[config.mk]
export PLATFORM = sky130hd
export DESIGN_NAME = dw_window_scheduler_flat
export DESIGN_NICKNAME = d
export VERILOG_FILES = /design/src/rtl/dw_pkg.sv /design/src/rtl/dw_window_scheduler_if.sv /design/src/rtl/dw_pixel_counter.sv /design/src/rtl/dw_window_scheduler.sv /design/src/flat_wrapper.sv
export SDC_FILE = /design/constraint.sdc
export NUM_CORES = 1
export LEC_CHECK = 0
export ABC_CLOCK_PERIOD_IN_PS = 2700
export CAP_MARGIN = 40
export CORE_MARGIN = 2
export CORE_UTILIZATION = 48
export CTS_CLUSTER_DIAMETER = 80
export DETAILED_ROUTE_END_ITERATION = 16
export PLACE_DENSITY = 0.77
export SLEW_MARGIN = 20
export SYNTH_ARGS = -nofsm -noshare
export SYNTH_HDL_FRONTEND = slang
export SYNTH_SLANG_ARGS = --single-unit
[constraint.sdc]
create_clock -name clk -period 2.7 [get_ports clk]
set_input_delay 0.405 -clock clk [delete_from_list [all_inputs] [get_ports clk]]
set_output_delay 0.405 -clock clk [all_outputs]
set_load 0.1 [all_outputs]
[src/rtl/dw_pkg.sv]
// Shared types and constants for the depthwise-conv window scheduler.
// Holds the FSM state encoding and the last-channel-group test.
package dw_pkg;

  localparam int CHANNEL_PARALLELISM = 4;
  localparam int MAX_CHANNEL         = 32;
  localparam int PADDING             = 1;
  localparam int CNT_W               = 8;

  typedef enum logic [2:0] {
    S_IDLE,
    S_INIT,
    S_WAIT_FILL,
    S_WAIT_FIRST,
    S_ISSUE,
    S_WAIT_WIN,
    S_DONE
  } state_t;

  // True when the group at `sel` is the final one for `channel`. The ">=" form
  // also terminates a pixel if an illegal non-multiple channel count slips in.
  function automatic logic last_group(input logic [CNT_W-1:0] sel,
                                      input logic [CNT_W-1:0] channel,
                                      input int unsigned      step = CHANNEL_PARALLELISM);
    logic [CNT_W:0] nxt;
    nxt = {1'b0, sel} + (CNT_W+1)'(step);
    return nxt >= {1'b0, channel};
  endfunction

endpackage

[src/rtl/dw_window_scheduler_if.sv]
// Control bundle between the layer controller / pixel window / DSU and the
// scheduler. The scheduler takes the slave side.
interface dw_window_scheduler_if;
  import dw_pkg::*;

  logic             start;
  logic [CNT_W-1:0] input_size;
  logic [CNT_W-1:0] channel;
  logic             init_buffer_done;
  logic             win_first;
  logic             win_done;
  logic             dsu_ready;

  logic             init_buffer;
  logic             depthwise_en;
  logic             first_cycle;
  logic [CNT_W-1:0] depth_channel_sel;
  logic             feat_valid;
  logic [CNT_W-1:0] out_h;
  logic [CNT_W-1:0] out_w;
  logic             busy;
  logic             layer_done;

  modport master (
    output start, input_size, channel, init_buffer_done, win_first, win_done, dsu_ready,
    input  init_buffer, depthwise_en, first_cycle, depth_channel_sel, feat_valid,
           out_h, out_w, busy, layer_done
  );

  modport slave (
    input  start, input_size, channel, init_buffer_done, win_first, win_done, dsu_ready,
    output init_buffer, depthwise_en, first_cycle, depth_channel_sel, feat_valid,
           out_h, out_w, busy, layer_done
  );
endinterface

[src/rtl/dw_pixel_counter.sv]
// Raster-order output pixel counter (out_w fastest) with a last-pixel flag.
// Output side equals the unpadded input side, so bounds compare against size-1.
module dw_pixel_counter
  import dw_pkg::*;
(
  input  logic             clk,
  input  logic             rst_n,
  input  logic             clear,
  input  logic             advance,
  input  logic [CNT_W-1:0] size,
  output logic [CNT_W-1:0] out_h,
  output logic [CNT_W-1:0] out_w,
  output logic             last_pixel
);

  logic [CNT_W-1:0] size_m1;

  assign size_m1    = size - CNT_W'(1);
  assign last_pixel = (out_h == size_m1) && (out_w == size_m1);

  // NOTE: registers are written with <= so every flop samples pre-edge values.
  always_ff @(posedge clk or negedge rst_n) begin
    if (!rst_n) begin
      out_h <= '0;
      out_w <= '0;
    end else if (clear) begin
      out_h <= '0;
      out_w <= '0;
    end else if (advance) begin
      if (out_w == size_m1) begin
        out_w <= '0;
        out_h <= out_h + CNT_W'(1);
      end else begin
        out_w <= out_w + CNT_W'(1);
      end
    end
  end

endmodule

[src/rtl/dw_window_scheduler.sv]
// Depthwise pixel-window sequencer: fills the layer window, then steps output
// pixels in raster order and channel groups within each pixel toward the DSU.
module dw_window_scheduler
  import dw_pkg::*;
#(
  parameter int DATA_WIDTH          = 16,
  parameter int CHANNEL_PARALLELISM = 4,
  parameter int MAX_CHANNEL         = 32
) (
  input logic                  clk,
  input logic                  rst_n,
  dw_window_scheduler_if.slave bus
);

  if (DATA_WIDTH < 1 || CHANNEL_PARALLELISM < 1 || MAX_CHANNEL > 255) begin : g_bad_params
    $error("dw_window_scheduler: illegal parameter set");
  end

  state_t           state_q, state_d;
  logic [CNT_W-1:0] size_q;
  logic [CNT_W-1:0] chan_q;
  logic [CNT_W-1:0] sel_q;
  logic             seen_low_q;
  logic             feat_valid_q;

  logic             accept;
  logic             last_grp;
  logic             last_pixel;
  logic             cnt_clear;
  logic             cnt_advance;
  logic             params_bad;

  assign accept     = (state_q == S_ISSUE) && bus.dsu_ready;
  assign last_grp   = last_group(sel_q, chan_q, CHANNEL_PARALLELISM);
  assign params_bad = (bus.channel == '0) || (bus.input_size == '0) ||
                      (bus.channel > CNT_W'(MAX_CHANNEL));

  dw_pixel_counter u_pixel_counter (
    .clk        (clk),
    .rst_n      (rst_n),
    .clear      (cnt_clear),
    .advance    (cnt_advance),
    .size       (size_q),
    .out_h      (bus.out_h),
    .out_w      (bus.out_w),
    .last_pixel (last_pixel)
  );

  // NOTE: every signal driven here gets a default first, so no path can infer a latch.
  always_comb begin
    state_d     = state_q;
    cnt_clear   = 1'b0;
    cnt_advance = 1'b0;
    unique case (state_q)
      S_IDLE: begin
        if (bus.start) begin
          cnt_clear = 1'b1;
          state_d   = params_bad ? S_DONE : S_INIT;
        end
      end
      S_INIT:       state_d = S_WAIT_FILL;
      S_WAIT_FILL:  if (bus.init_buffer_done) state_d = S_WAIT_FIRST;
      S_WAIT_FIRST: if (bus.win_first)        state_d = S_ISSUE;
      S_ISSUE: begin
        if (accept && last_grp) begin
          if (last_pixel) begin
            state_d = S_DONE;
          end else begin
            cnt_advance = 1'b1;
            state_d     = S_WAIT_WIN;
          end
        end
      end
      // win_done still reflects the previous pixel on entry; only a low-then-high
      // sequence proves the window has actually moved on.
      S_WAIT_WIN:   if (seen_low_q && bus.win_done) state_d = S_ISSUE;
      S_DONE:       state_d = S_IDLE;
      default:      state_d = S_IDLE;
    endcase
  end

  always_ff @(posedge clk or negedge rst_n) begin
    if (!rst_n) begin
      state_q      <= S_IDLE;
      size_q       <= '0;
      chan_q       <= '0;
      sel_q        <= '0;
      seen_low_q   <= 1'b0;
      feat_valid_q <= 1'b0;
    end else begin
      state_q      <= state_d;
      feat_valid_q <= accept;

      if (state_q == S_IDLE && bus.start) begin
        size_q <= bus.input_size;
        chan_q <= bus.channel;
        sel_q  <= '0;
      end else if (accept) begin
        sel_q <= last_grp ? '0 : sel_q + CNT_W'(CHANNEL_PARALLELISM);
      end

      if (state_q != S_WAIT_WIN) seen_low_q <= 1'b0;
      else if (!bus.win_done)    seen_low_q <= 1'b1;
    end
  end

  assign bus.init_buffer       = (state_q == S_INIT);
  assign bus.depthwise_en      = accept && (sel_q == '0);
  assign bus.first_cycle       = accept && last_grp;
  assign bus.depth_channel_sel = sel_q;
  assign bus.feat_valid        = feat_valid_q;
  assign bus.busy              = (state_q != S_IDLE);
  assign bus.layer_done        = (state_q == S_DONE);

endmodule

[src/flat_wrapper.sv]
// flat-port wrapper written by rule: the top's interface ports become plain ports
module dw_window_scheduler_flat import dw_pkg::*;
#(
  parameter int DATA_WIDTH          = 16,
  parameter int CHANNEL_PARALLELISM = 4,
  parameter int MAX_CHANNEL         = 32
)
  (clk, rst_n, bus_start, bus_input_size, bus_channel, bus_init_buffer_done, bus_win_first, bus_win_done, bus_dsu_ready, bus_init_buffer, bus_depthwise_en, bus_first_cycle, bus_depth_channel_sel, bus_feat_valid, bus_out_h, bus_out_w, bus_busy, bus_layer_done);
  dw_window_scheduler_if bus_i ();
  input logic clk;
  input logic rst_n;
  input wire logic [$bits(bus_i.start)-1:0] bus_start;
  input wire logic [$bits(bus_i.input_size)-1:0] bus_input_size;
  input wire logic [$bits(bus_i.channel)-1:0] bus_channel;
  input wire logic [$bits(bus_i.init_buffer_done)-1:0] bus_init_buffer_done;
  input wire logic [$bits(bus_i.win_first)-1:0] bus_win_first;
  input wire logic [$bits(bus_i.win_done)-1:0] bus_win_done;
  input wire logic [$bits(bus_i.dsu_ready)-1:0] bus_dsu_ready;
  output wire logic [$bits(bus_i.init_buffer)-1:0] bus_init_buffer;
  output wire logic [$bits(bus_i.depthwise_en)-1:0] bus_depthwise_en;
  output wire logic [$bits(bus_i.first_cycle)-1:0] bus_first_cycle;
  output wire logic [$bits(bus_i.depth_channel_sel)-1:0] bus_depth_channel_sel;
  output wire logic [$bits(bus_i.feat_valid)-1:0] bus_feat_valid;
  output wire logic [$bits(bus_i.out_h)-1:0] bus_out_h;
  output wire logic [$bits(bus_i.out_w)-1:0] bus_out_w;
  output wire logic [$bits(bus_i.busy)-1:0] bus_busy;
  output wire logic [$bits(bus_i.layer_done)-1:0] bus_layer_done;
  assign bus_i.start = bus_start;
  assign bus_i.input_size = bus_input_size;
  assign bus_i.channel = bus_channel;
  assign bus_i.init_buffer_done = bus_init_buffer_done;
  assign bus_i.win_first = bus_win_first;
  assign bus_i.win_done = bus_win_done;
  assign bus_i.dsu_ready = bus_dsu_ready;
  assign bus_init_buffer = bus_i.init_buffer;
  assign bus_depthwise_en = bus_i.depthwise_en;
  assign bus_first_cycle = bus_i.first_cycle;
  assign bus_depth_channel_sel = bus_i.depth_channel_sel;
  assign bus_feat_valid = bus_i.feat_valid;
  assign bus_out_h = bus_i.out_h;
  assign bus_out_w = bus_i.out_w;
  assign bus_busy = bus_i.busy;
  assign bus_layer_done = bus_i.layer_done;
  dw_window_scheduler #(.DATA_WIDTH(DATA_WIDTH), .CHANNEL_PARALLELISM(CHANNEL_PARALLELISM), .MAX_CHANNEL(MAX_CHANNEL)) u_core (.clk(clk), .rst_n(rst_n), .bus(bus_i));
endmodule
======== Word-level counts from Yosys, hierarchy flattened ========
Cells that the tools add are included.
operators by class
  $add $sub $neg .......................... 5
  multipliers ............................. 0
  div/mod/pow operators ................... 0
  magnitude comparators ................... 2
  equal/unequal tests ..................... 15
  shifts and indexed selects .............. 0
  mux-type cells .......................... 24
  bitwise logic cells ..................... 0
  reduce and logical (&&, ||, !) cells .... 18
operators with widths
  operator                                                                          count
  8-bit two-way mux                                                                 9
  8-bit zero test                                                                   3
  3-bit two-way mux                                                                 6
  3-bit one-hot mux with 6 select lines                                             1
  8-bit by 1-bit adder with 8-bit output (second input constant)                    2
  8-bit == test                                                                     2
  8-bit by 3-bit adder with 9-bit output (second input constant)                    1
  3-bit == test (second input constant)                                             3
  9-bit by 8-bit >= comparator with 1-bit output                                    1
  8-bit by 3-bit adder with 8-bit output (second input constant)                    1
  8-bit by 6-bit greater-than comparator with 1-bit output (second input constant)  1
  2-bit != test (second input constant)                                             4
  8-bit by 1-bit subtractor with 8-bit output (second input constant)               1
  1-bit two-way mux                                                                 7
  3-bit by 2-bit == test with 1-bit output (second input constant)                  2
  1-bit logical AND                                                                 6
  2-bit nonzero test                                                                3
  5-bit AND reduction                                                               1
  2-bit by 1-bit != test with 1-bit output (second input constant)                  2
  3-bit by 1-bit == test with 1-bit output (second input constant)                  1
  3-bit zero test                                                                   1
  3-bit != test (second input constant)                                             1
  3-bit nonzero test                                                                1
  1-bit logical OR                                                                  2
  other kinds (2)                                                                   2
storage, ports and cells
  register bits after elaboration ......... 45
  latch bits .............................. 0
  RAM bits ................................ 0
  bits in read-only memories .............. 0
  input bits .............................. 23
  output and inout bits ................... 30
  word-level logic and storage cells ...... 72
  memories kept ........................... 0

======== Longest topological paths before layout ========
Gate-level depths: netlist (run 1).
  depth in word-level cells ............... 8
  mapped depth ............................ 12

======== Cells and area by module ========
A second synthesis (run 1) with hierarchy kept.
unflattened totals
  cell total of the unflattened synthesis .. 317
  area, all modules ....................... 2945.3 µm²
modules (own cells, without submodules)
  module               instances  cells an instance  area each (µm²)  sequential area each (µm²)
  dw_window_scheduler  1          157                1546.5           675.6
  dw_pixel_counter     1          160                1398.8           400.4

======== Worst setup path after synthesis (run 1) ========
OpenSTA, ideal clock, no wires.
  path type ............................... flip-flop to flip-flop
  start point ............................. register u_core.sel_q[2] (netlist: u_core.bus.depth_channel_sel[2])
  end point ............................... register u_core.state_q[1]
  setup time .............................. 0.124 ns
  arrival time ............................ 3.551 ns
  data required time ...................... 2.576 ns
  slack ................................... -0.975 ns
  cell stages (with the launch flop) ...... 12
  clock period less this slack ............ 3.675 ns
  path through ............................ dfrtp_1 > ha_1 > nand3_1 > xnor2_1 > ha_1 > a21o_1 > a21oi_1 > o21ai_0 > o21ai_2 > clkbuf_1 > inv_2 > o31a_1
on the way
  longest elaborated chain between the ends .. 5
RTL lines
  item                                            line                       RTL
  start: declaration                              dw_window_scheduler.sv:22  logic [CNT_W-1:0] sel_q;
  start signal: assignment                        dw_window_scheduler.sv:99  sel_q <= last_grp ? '0 : sel_q + CNT_W'(CHANNEL_PARALLELISM);
  8-bit by 3-bit adder with 9-bit output          dw_pkg.sv:26               nxt = {1'b0, sel} + (CNT_W+1)'(step);
  9-bit by 8-bit >= comparator with 1-bit output  dw_pkg.sv:27               return nxt >= {1'b0, channel};
  1-bit logical AND                               n/a
  named net bus_first_cycle                       flat_wrapper.sv:21         output wire logic [$bits(bus_i.first_cycle)-1:0] bus_first_cycle;
  2-bit != test (no source line)                  n/a
  5-bit AND reduction (no source line)            n/a
  end signal: assignment                          dw_window_scheduler.sv:91  state_q <= state_d;
  end: declaration                                dw_window_scheduler.sv:19  state_t state_q, state_d;
The timed path passes the listed nets, and every way through them passes these cells.
A chain may end at the register's enable or synchronous reset.

======== Worst setup path in the final report (run 1) ========
  start point ............................. register u_core.sel_q[2] (netlist: u_core.bus.depth_channel_sel[2])
  end point ............................... output bus_first_cycle
on the way
  longest elaborated chain between the ends .. 3
RTL lines
  item                                            line                        RTL
  8-bit by 3-bit adder with 9-bit output          dw_pkg.sv:26
  9-bit by 8-bit >= comparator with 1-bit output  dw_pkg.sv:27
  1-bit logical AND                               dw_window_scheduler.sv:109  assign bus.first_cycle = accept && last_grp;
  end: declaration                                flat_wrapper.sv:21
No other way between the ends.

==> results of run 1 <==
-- layout by cell type (no fill, tap or decap), types with 4 or more instances in the layout --
cell / Yosys / routed
ha_1: 11 / 7
dfrtp_2: 0 / 12
clkdlybuf4s50_1: 0 / 21
o211ai_1: 6 / 6
buf_12: 0 / 4
inv_1: 15 / 11
clkbuf_8: 0 / 6
a21o_1: 6 / 6
dfrtp_1: 43 / 28
a32o_1: 4 / 4
nand3_2: 0 / 5
o21ai_1: 4 / 4
nor2_1: 15 / 14
xnor2_1: 16 / 14
and3_1: 6 / 6
o21ai_0: 13 / 12
ha_4: 0 / 4
nand3_1: 13 / 8
buf_4: 3 / 57
buf_6: 3 / 6
nor3_1: 9 / 6
nand2b_1: 5 / 4
nand2_1: 56 / 56
xor2_1: 5 / 5
a21oi_1: 13 / 9
-- per-stage QoR --
stage / hold slack (ns) / instances / TNS [ns] / util (%)
3_3_place_gp: 0.3721 / 456 / 0 / 61.46
6_report: 0.03568 / 482 / -0.3984 / 69.46
2_1_floorplan: 0.1094 / 329 / -0.08393 / -
5_1_grt: 0.06073 / 482 / -1.368 / 69.46
4_1_cts: 0.05201 / 476 / -0.09476 / 66.30
3_5_place_dp: 0.3784 / 456 / -0.04964 / 61.46
-- worst max path at each step --
stage / end / depth (start not counted) / slack, ns / from
after CTS: bus_first_cycle / 11 / -0.05 / u_core.bus.depth_channel_sel[2]$_DFFE_PN0P_
after global routing: bus_first_cycle / 10 / -0.25 / u_core.bus.depth_channel_sel[2]$_DFFE_PN0P_
final: bus_first_cycle / 11 / -0.16 / u_core.bus.depth_channel_sel[2]$_DFFE_PN0P_
after detailed placement: u_core.u_pixel_counter.out_h[6]$_DFFE_PN0P_ / 9 / -0.05 / u_core.size_q[1]$_DFFE_PN0P_
after floorplan: u_core.u_pixel_counter.out_h[6]$_DFFE_PN0P_ / 11 / -0.08 / u_core.bus.depth_channel_sel[4]$_DFFE_PN0P_
after global placement: u_core.u_pixel_counter.out_h[6]$_DFFE_PN0P_ / 8 / 0.05 / u_core.size_q[0]$_DFFE_PN0P_
-- report_power, final --
group          switching (mW)  internal [mW]  total [mW]  leakage [nW]
sequential              0.237          0.863        1.10         0.527
combinational            1.79           1.19        2.98          1.16
clock                   0.246          0.300       0.546        0.0612
total                    2.27           2.35        4.62          1.75
-- critical path: stages (launching register included) --
cell	delay, ns
dfrtp_4	0.46
ha_4	0.17
nand3_2	0.09
xnor2_2	0.26
ha_4	0.25
a21o_1	0.18
a21oi_2	0.15
o21ai_2	0.09
o21ai_4	0.18
buf_6	0.15
inv_8	0.03
buf_12	0.15
-- flip-flops by register name (all words and copies together), names as in the netlist --
signal                        count
u_core.bus.depth_channel_sel      6
u_core.bus.feat_valid             1
u_core.chan_q                     8
u_core.seen_low_q                 1
u_core.size_q                     8
u_core.state_q                    3
u_core.u_pixel_counter.out_h      8
u_core.u_pixel_counter.out_w      8
-- cells by family (layout without fill, tap and decap cells) --
| logic type | after synthesis | count (layout) |
|---|---|---|
| and+or+nand+nor | 137 | 137 |
| AOI/OAI and AO/OA | 76 | 76 |
| DFF | 43 | 43 |
| buffers and inverters | 35 | 113 |
| xor gates and xnor gates | 21 | 21 |
| adders and majority gates | 11 | 11 |
| muxes | 4 | 4 |
| other | 1 | 2 |
-- layout make-up --
cell class / count / area share (%)
clock buffers: 6 / 2.032
clock inverters: 2 / 0.8621
inverters: 16 / 1.817
multi-input cells: 251 / 46.40
flip-flops and latches: 43 / 27.12
well taps: 75 / 2.309
repair buffers: 89 / 19.46
-- timing repair --
action                     in CTS  in global routing
hold buffers                    0                  0
gates resized for setup        12                 26
buffers inserted               12                  6
pin swaps                       8                 14
setup endpoints to repair       5                 17
-- per-layer routing --
metal | routed length (um) | GRT usage (%)
met5 | 0 | 0
met3 | 380 | 4.176
met2 | 4248 | 42.70
met1 | 3364 | 30.25
met4 | 253 | 10.85
==> results.yml, run 1 <==
timing:
  finalClockSkew_ns: 0.006073
  finalHoldViolCount: 0
  finalCritPeriodShare_pct: 106.1
  rsz0062_at_grt: "yes"
  max-slew-margin-rel_pct: 62.35
  setup_viol: 4
  setup_slack_ns: -0.1640
  maxClockFrequency_mhz: 349.2
  tightestPinTransition_ns: 0.5633
  final.min_clock_period_ns: 2.864
  timing_max_transition_violations_final: 0
clocking:
  clock_latency_ns: 0.31
  clkSlewWorstSetupHoldPaths_ns: 0.09
  cts-root-buf: "clkbuf_8"
  tritoncts_num_sinks: 43
  tritoncts: "built"
  cts-htree-levels: 2
  tritoncts.num_buffers: 5
  clk_path_buf_depth: 2
floorplan:
  area_of_the_placeable_core_um2: 5851
  die_area_um2: 6628
  rows: 28
  pin_count: 53
  start_util_pct: 49.17
  die_h_um: 81.41
  chipWidth_um: 81.41
global_route:
  grt_max_degree: 29
  grt_remaining_overflow: 0
  global_route.usage.total_pct: 24.72
  via_count_of_the_first_global_routing_pass: 2661
  grt_first_pass_wirelength_mm: 12.60
  initial_antenna_violation_count: 0
outcome:
  violated_checks: "design-rule violations, negative setup slack"
  outcome: "finished, violations left"
logic_synthesis:
  synthAdderAreaFrac_pct: 4.785
  syn-mean-instance-area_um2: 8.770
  synth_area_leader_cell: "dfrtp_1"
  count_leader_synth: "nand2_1"
  synth_edf_count: 0
  post_synth_num_cell_types: 60
  synth_top_family_by_area: "simple AND/OR/NAND/NOR gates"
  synth_area_um2: 2877
  synthXorXnorAreaFrac_pct: 6.394
  cells_after_synthesis: 328
  yosys.area.top_type_share_pct: 37.41
  yosys_register_bits: 43
  synth.area.top_cells: "dfrtp_1, nand2_1, xnor2_1, ha_1, a21oi_1"
  async_reset_ff_share_pct: 100.0
  synth.yosys.seq_area_share_pct: 37.41
  yosys.area_share.simple_pct: 24.23
  muxShareOfSynthArea_pct: 1.479
  ys.warnings.count: 0
  ys_dominant_reg_cell: "dfrtp_1"
  yosys-top-cells-count: "nand2_1, dfrtp_1, xnor2_1"
  area_fraction_in_compound_gates_after_synthesis_pct: 19.66
detailed_routing:
  dr_total_vias: 2809
  detailedRoute.firstIterationViolations: 149
  drcViolationCount: 2
  route.detailed.wl_per_inst_um: 17.11
  antenna_violating_nets_post_route: 0
  wirelength_mm: 8.247
  detail_route.vias_per_cell: 5.828
  iteration_count_of_the_initial_detailed_routing_pass: 10
final_layout:
  post_route_cells_drive_above_1_share_pct: 33.42
  multi_input_gate_area_in_the_final_layout_um2: 1886
  flow.area_growth_from_synthesis_pct: 41.28
  final_net_count: 440
  antenna_cells_inserted: 0
  seqCellArea_um2: 1102
  layout.cell_area.non_filler_um2: 4064
  num-fill-cells: 446
hold_path:
  min-delay-path-class: "input pin to asynchronous set/reset pin"
placement:
  gp_congestion: 0.8665
  placedInstanceArea_um2: 3596
  placement.setup.worst_slack_ns: -0.04653
  io_buffer_count: 50
  post-dp-hpwl_mm: 5.444
worst_setup_path:
  worst-r2r-setup-slack_ns: -0.12
  reg2regPathDepth: 9
  rr_endpoint: "u_core.u_pixel_counter.out_h[6]$_DFFE_PN0P_"
  critical_path.endpoint_type: "primary output"
  crit_path_max_fanout: 5
  timing.critical_path.arrival_ns: 2.46
  crit_reg_reg_startpoint: "u_core.size_q[1]$_DFFE_PN0P_"
  timing.setup.critical_path_class: "flop to primary output"
  critPathRequiredTime_ns: 2.30
  startpoint_type: "flop"
power:
  post-layout-total-power_mw: 4.622
  peakVddDrop_mv: 0.9069
  power.density_cell_area_nw_per_um2: 1137
  leakage_nw: 1.750
run:
  max-cap-violations: 0
(Power assumes the default switching activity.)
==> inputs of run 2 (changes only) <==
Settings changed: ABC_CLOCK_PERIOD_IN_PS 2700 to 2600, CTS_BUF_LIST set to sky130_fd_sc_hd__clkbuf_8 sky130_fd_sc_hd__clkbuf_16.
Clock period 2.7 ns to 2.6 ns, I/O delays scaled along.
==> run 2 against run 1 <==
The run ends with negative setup slack left. Final cell count up 0.62%. Worst setup slack gained 0.019 ns. Cell area shrank 1.8%. Wire length decreased by 5.9%. Clock power down 4.2%. Critical path type unchanged. Highest routed layer unchanged.
==> results.yml, run 2 (same netlist as run 1, synthesis figures left out) <==
worst_setup_path:
  timing.critical_path.arrival_ns: 2.35
  crit_reg_reg_startpoint: "u_core.bus.depth_channel_sel[2]$_DFFE_PN0P_"
  timing.setup.critical_path_class: "flop to primary output"
  crit_path_max_fanout: 4
  reg2regPathDepth: 12
  critical_path.endpoint_type: "primary output"
  startpoint_type: "flop"
  crit_path_start: "u_core.bus.depth_channel_sel[2]$_DFFE_PN0P_"
  critPathRequiredTime_ns: 2.21
clocking:
  clock_latency_ns: 0.29
  tritoncts.num_buffers: 5
  clkSlewWorstSetupHoldPaths_ns: 0.09
  cts-htree-levels: 2
  tritoncts_num_sinks: 43
  clk_path_buf_depth: 2
  cts-root-buf: "clkbuf_8"
  tritoncts: "built"
global_route:
  grt_remaining_overflow: 0
  grt_first_pass_wirelength_mm: 12.80
  global_route.usage.total_pct: 24.78
  initial_antenna_violation_count: 0
  via_count_of_the_first_global_routing_pass: 2795
  grt_max_degree: 34
power:
  peakVddDrop_mv: 0.7892
  power.switching_fraction_pct: 48.97
  leakage_nw: 1.746
  power_frac_seq_pct: 25.1
  power_frac_clock_pct: 11.5
  net-switching-power_mw: 2.220
  internal-power_mw: 2.313
  combinational_share_of_power_pct: 63.4
  power.density_cell_area_nw_per_um2: 1135
  post-layout-total-power_mw: 4.533
floorplan:
  die_h_um: 81.41
  rows: 28
  pin_count: 53
  area_of_the_placeable_core_um2: 5851
  chipWidth_um: 81.41
  die_area_um2: 6628
  start_util_pct: 49.17
detailed_routing:
  dr_total_vias: 2756
  detailedRoute.firstIterationViolations: 166
  detail_route.vias_per_cell: 5.682
  iteration_count_of_the_initial_detailed_routing_pass: 4
  route.detailed.wl_per_inst_um: 16.00
  antenna_violating_nets_post_route: 0
  wirelength_mm: 7.760
  drcViolationCount: 0
final_layout:
  num-fill-cells: 482
  post_route_cells_drive_above_1_share_pct: 32.20
  flow.area_growth_from_synthesis_pct: 38.80
  layout.cells.most_common: "buf_4"
  final_net_count: 443
  layout.core_utilization_pct: 68.24
  antenna_cells_inserted: 0
  mostFrequentLayoutCells: "buf_4, nand2_1, dfrtp_1"
timing:
  maxClockFrequency_mhz: 364.4
  timing_max_transition_violations_final: 0
  tightestPinTransition_ns: 0.5518
  final.min_clock_period_ns: 2.745
  worst_hold_slack_ns: 0.4263
  setup_slack_ns: -0.1445
  max-slew-margin-rel_pct: 63.13
  finalHoldViolCount: 0
  finalClockSkew_ns: 0.01013
  setup_viol: 7
  finalCritPeriodShare_pct: 105.6
  rsz0062_at_grt: "yes"
placement:
  post-dp-hpwl_mm: 5.734
  gp_congestion: 0.9001
  io_buffer_count: 50
  placement.setup.worst_slack_ns: -0.1041
run:
  max-cap-violations: 0
outcome:
  outcome: "finished, violations left"
  violated_checks: "negative setup slack"
hold_path:
  min-delay-path-class: "input pin to asynchronous set/reset pin"
-- run 2: cell types whose count changed in the layout (fill, tap and decap cells not counted), moves of 2 or more --
cell / delta
buf_6: -4
ha_4: -2
nand3_1: +2
buf_4: +7
inv_1: +2
ha_1: +2
nand3_2: -3
-- run 2: metrics by stage --
step	instances	cell area (um^2)	setup TNS, ns
finish	485	3993	-0.5248
global route	485	3993	-1.459
detailed placement	468	3700	-0.3116
floorplan	329	3038	-0.8331
global placement	468	3700	-0.02067
CTS	480	3864	-0.4379
-- run 2: cell type report --
cell class | count | area [um^2] | area share (%)
Multi-Input combinational cell | 251 | 1832 | 45.88
Sequential cell | 43 | 1101 | 27.58
Timing Repair Buffer | 92 | 788.3 | 19.74
Tap cell | 75 | 93.84 | 2.350
Clock buffer | 5 | 68.82 | 1.724
Inverter | 16 | 67.56 | 1.692
Clock inverter | 3 | 41.29 | 1.034
-- run 2: power groups by stage --
stage | Combinational (mW) | Sequential, mW | Clock, mW
after floorplan | 1.42 | 1.59 | 0
after global placement | 2.59 | 1.12 | 0
after global routing | 3.08 | 1.17 | 0.564
final | 2.87 | 1.14 | 0.523
after CTS | 2.79 | 1.13 | 0.539
after detailed placement | 2.67 | 1.14 | 0
-- run 2: what timing repair did --
action                                 in CTS  in global routing
setup endpoints to repair                   9                 16
hold buffers                                0                  1
endpoints found under the hold margin       0                  2
pin swaps                                   2                  7
resized for setup                           6                 15
buffers inserted                            4                  3
-- run 2: layer usage --
metal	vias up	GRT usage, %	part of all wire (%)
met5	-	0	0
met4	0	9.153	1.6
met3	12	3.407	4.2
met2	76	44.67	53
met1	1348	29.94	41
li1	1320	-	-
-- run 2: path summary, 6_finish.rpt --
kind                                                               end  slack [ns]
max                                                    bus_first_cycle       -0.14
min                                       u_core.chan_q[2]$_DFFE_PN0P_        0.43
max reg2reg                u_core.u_pixel_counter.out_h[6]$_DFFE_PN0P_       -0.12
min reg2reg                               u_core.chan_q[1]$_DFFE_PN0P_        0.50
max in group asynchronous  u_core.u_pixel_counter.out_h[3]$_DFFE_PN0P_        1.64
min in group clk                          u_core.chan_q[1]$_DFFE_PN0P_        0.50
-- run 2: worst max-delay path: stages, from the launching register on --
cell     delay (ns)
dfrtp_4        0.52
ha_4           0.19
nand3_4        0.06
xnor2_2        0.12
ha_1           0.27
a21o_1         0.19
a21oi_2        0.14
o21ai_2        0.09
o21ai_4        0.17
buf_6          0.13
inv_8          0.03
buf_12         0.15
==> inputs of run 3 (changes only) <==
Settings changed: CORE_UTILIZATION 48 to 49, CTS_BUF_LIST sky130_fd_sc_hd__clkbuf_8 sky130_fd_sc_hd__clkbuf_16 to sky130_fd_sc_hd__clkbuf_8, PLACE_DENSITY 0.77 to 0.79.
==> run 3 against run 2 <==
The flow still finishes with violations (negative setup slack). Core utilization up 6.5 points. Cell area up 4.4%. Maximum frequency down 0.68%. Clock power down 20%. Clock skew down 0.0018 ns. Worst setup slack worse by 0.019 ns. Critical path depth unchanged. Power up 6.4%. Via count up 5.4%. Register-to-register slack about the same.
==> results.yml, run 3 (same netlist as run 1, synthesis figures left out) <==
global_route:
  via_count_of_the_first_global_routing_pass: 2762
  grt_max_degree: 30
  grt_first_pass_wirelength_mm: 12.97
  initial_antenna_violation_count: 0
  global_route.usage.total_pct: 25.94
  grt_remaining_overflow: 0
worst_setup_path:
  rr_endpoint: "u_core.u_pixel_counter.out_h[6]$_DFFE_PN0P_"
  critical-path-top-delay-family: "compound AO/OA/AOI/OAI gates"
  crit_reg_reg_startpoint: "u_core.bus.depth_channel_sel[3]$_DFFE_PN0P_"
  crit_path_max_fanout: 4
  reg2regPathDepth: 12
  critical_path.endpoint_type: "primary output"
  timing.critical_path.arrival_ns: 2.37
  startpoint_type: "flop"
  critical_path.cell_chain: "ha_4 > nand3_4 > xnor2_2 > ha_1 > a21o_1 > a21oi_2 > o21ai_2 > o21ai_4 > buf_6 > inv_8 > buf_12"
  worst-r2r-setup-slack_ns: -0.13
  cell_with_the_biggest_individual_delay_on_the_critical_path: "dfrtp_4"
  timing.setup.critical_path_class: "flop to primary output"
  critPathRequiredTime_ns: 2.21
  cp.buffers_inverters: 3
  crit_path_max_incr_delay_ns: 0.51
final_layout:
  post_route_cells_drive_above_1_share_pct: 35.70
  layout.cells.most_common: "buf_4"
  layout.core_utilization_pct: 74.77
  layout.cell_area.non_filler_um2: 4168
  mostFrequentLayoutCells: "buf_4, nand2_1, dfrtp_1"
  finish.cell_count_without_fillers: 495
  num-fill-cells: 418
  flow.area_growth_from_synthesis_pct: 44.89
  antenna_cells_inserted: 0
  final_net_count: 456
clocking:
  clock_latency_ns: 0.30
  tritoncts_num_sinks: 43
  cts-root-buf: "clkbuf_8"
  clkSlewWorstSetupHoldPaths_ns: 0.09
  tritoncts: "built"
  clk_path_buf_depth: 2
  tritoncts.num_buffers: 5
  cts_hold_buffers: 0
  cts-htree-levels: 2
detailed_routing:
  iteration_count_of_the_initial_detailed_routing_pass: 4
  dr_total_vias: 2904
  detail_route.vias_per_cell: 5.867
  antenna_violating_nets_post_route: 0
  route.detailed.wl_per_inst_um: 17.56
  detailedRoute.firstIterationViolations: 179
  drcViolationCount: 0
  wirelength_mm: 8.694
power:
  leakage_nw: 1.828
  post-layout-total-power_mw: 4.821
  power.density_cell_area_nw_per_um2: 1157
  peakVddDrop_mv: 1.206
placement:
  placedInstanceArea_um2: 3724
  gp_congestion: 0.9600
  io_buffer_count: 50
  placed_cells_incl_taps: 466
  placement.setup.worst_slack_ns: -0.08716
  post-dp-hpwl_mm: 5.912
timing:
  setup_viol: 9
  timing_max_transition_violations_final: 0
  setup_slack_ns: -0.1634
  fin_setup_tns_ns: -0.5541
  rsz0062_at_grt: "yes"
  maxClockFrequency_mhz: 361.9
  tightestPinTransition_ns: 0.5987
  finalCritPeriodShare_pct: 106.3
  max-slew-margin-rel_pct: 59.99
  final.min_clock_period_ns: 2.763
  finalHoldViolCount: 0
  worst_hold_slack_ns: 0.02507
  finalClockSkew_ns: 0.008299
run:
  max-cap-violations: 0
floorplan:
  rows: 27
  chipWidth_um: 80.62
  area_of_the_placeable_core_um2: 5574
  start_util_pct: 51.60
  die_area_um2: 6500
  pin_count: 53
  die_h_um: 80.62
outcome:
  outcome: "finished, violations left"
  violated_checks: "negative setup slack"
hold_path:
  min-delay-path-class: "input pin to asynchronous set/reset pin"
run 3: worst max path at each step:
stage | start | endpoint | slack, ns | cells after the start
4_1_cts | u_core.bus.depth_channel_sel[2]$_DFFE_PN0P_ | bus_first_cycle | -0.16 | 11
6_report | u_core.bus.depth_channel_sel[2]$_DFFE_PN0P_ | bus_first_cycle | -0.16 | 11
2_1_floorplan | u_core.bus.depth_channel_sel[4]$_DFFE_PN0P_ | u_core.u_pixel_counter.out_h[6]$_DFFE_PN0P_ | -0.21 | 11
3_5_place_dp | u_core.bus.depth_channel_sel[2]$_DFFE_PN0P_ | u_core.u_pixel_counter.out_w[0]$_DFFE_PN0P_ | -0.09 | 12
5_1_grt | u_core.bus.depth_channel_sel[4]$_DFFE_PN0P_ | bus_first_cycle | -0.24 | 10
3_3_place_gp | u_core.size_q[0]$_DFFE_PN0P_ | u_core.u_pixel_counter.out_h[6]$_DFFE_PN0P_ | -0.006 | 8
run 3: repair_timing:
| item | in CTS | in global routing |
|---|---|---|
| buffers inserted | 9 | 12 |
| endpoints found under the setup margin | 10 | 19 |
| pin swaps | 11 | 21 |
| gates cloned | 0 | 0 |
| resized for setup | 13 | 29 |
run 3: layer usage:
metal	wire length (um)	GRT usage (%)	up-vias
li1	-	-	1350
met1	3640	33.88	1406
met5	0	0	-
met4	210	8.814	0
met3	489	4.719	23
met2	4353	43.17	125
run 3: final cells by class:
type,instances,area (um^2),area share (%)
sequential,43,1101,26.42
clock buffer,5,68.82,1.651
tap,72,90.09,2.162
inverter,16,70.07,1.681
timing repair buffer,105,917.1,22.01
multi-input combinational,251,1904,45.69
clock inverter,3,16.27,0.3903
run 3: report_power, final:
part           switching (mW)  internal (mW)  total (mW)
Sequential              0.258          0.896        1.15
Clock                   0.235          0.184       0.419
Combinational            1.92           1.33        3.25
Total                    2.41           2.41        4.82
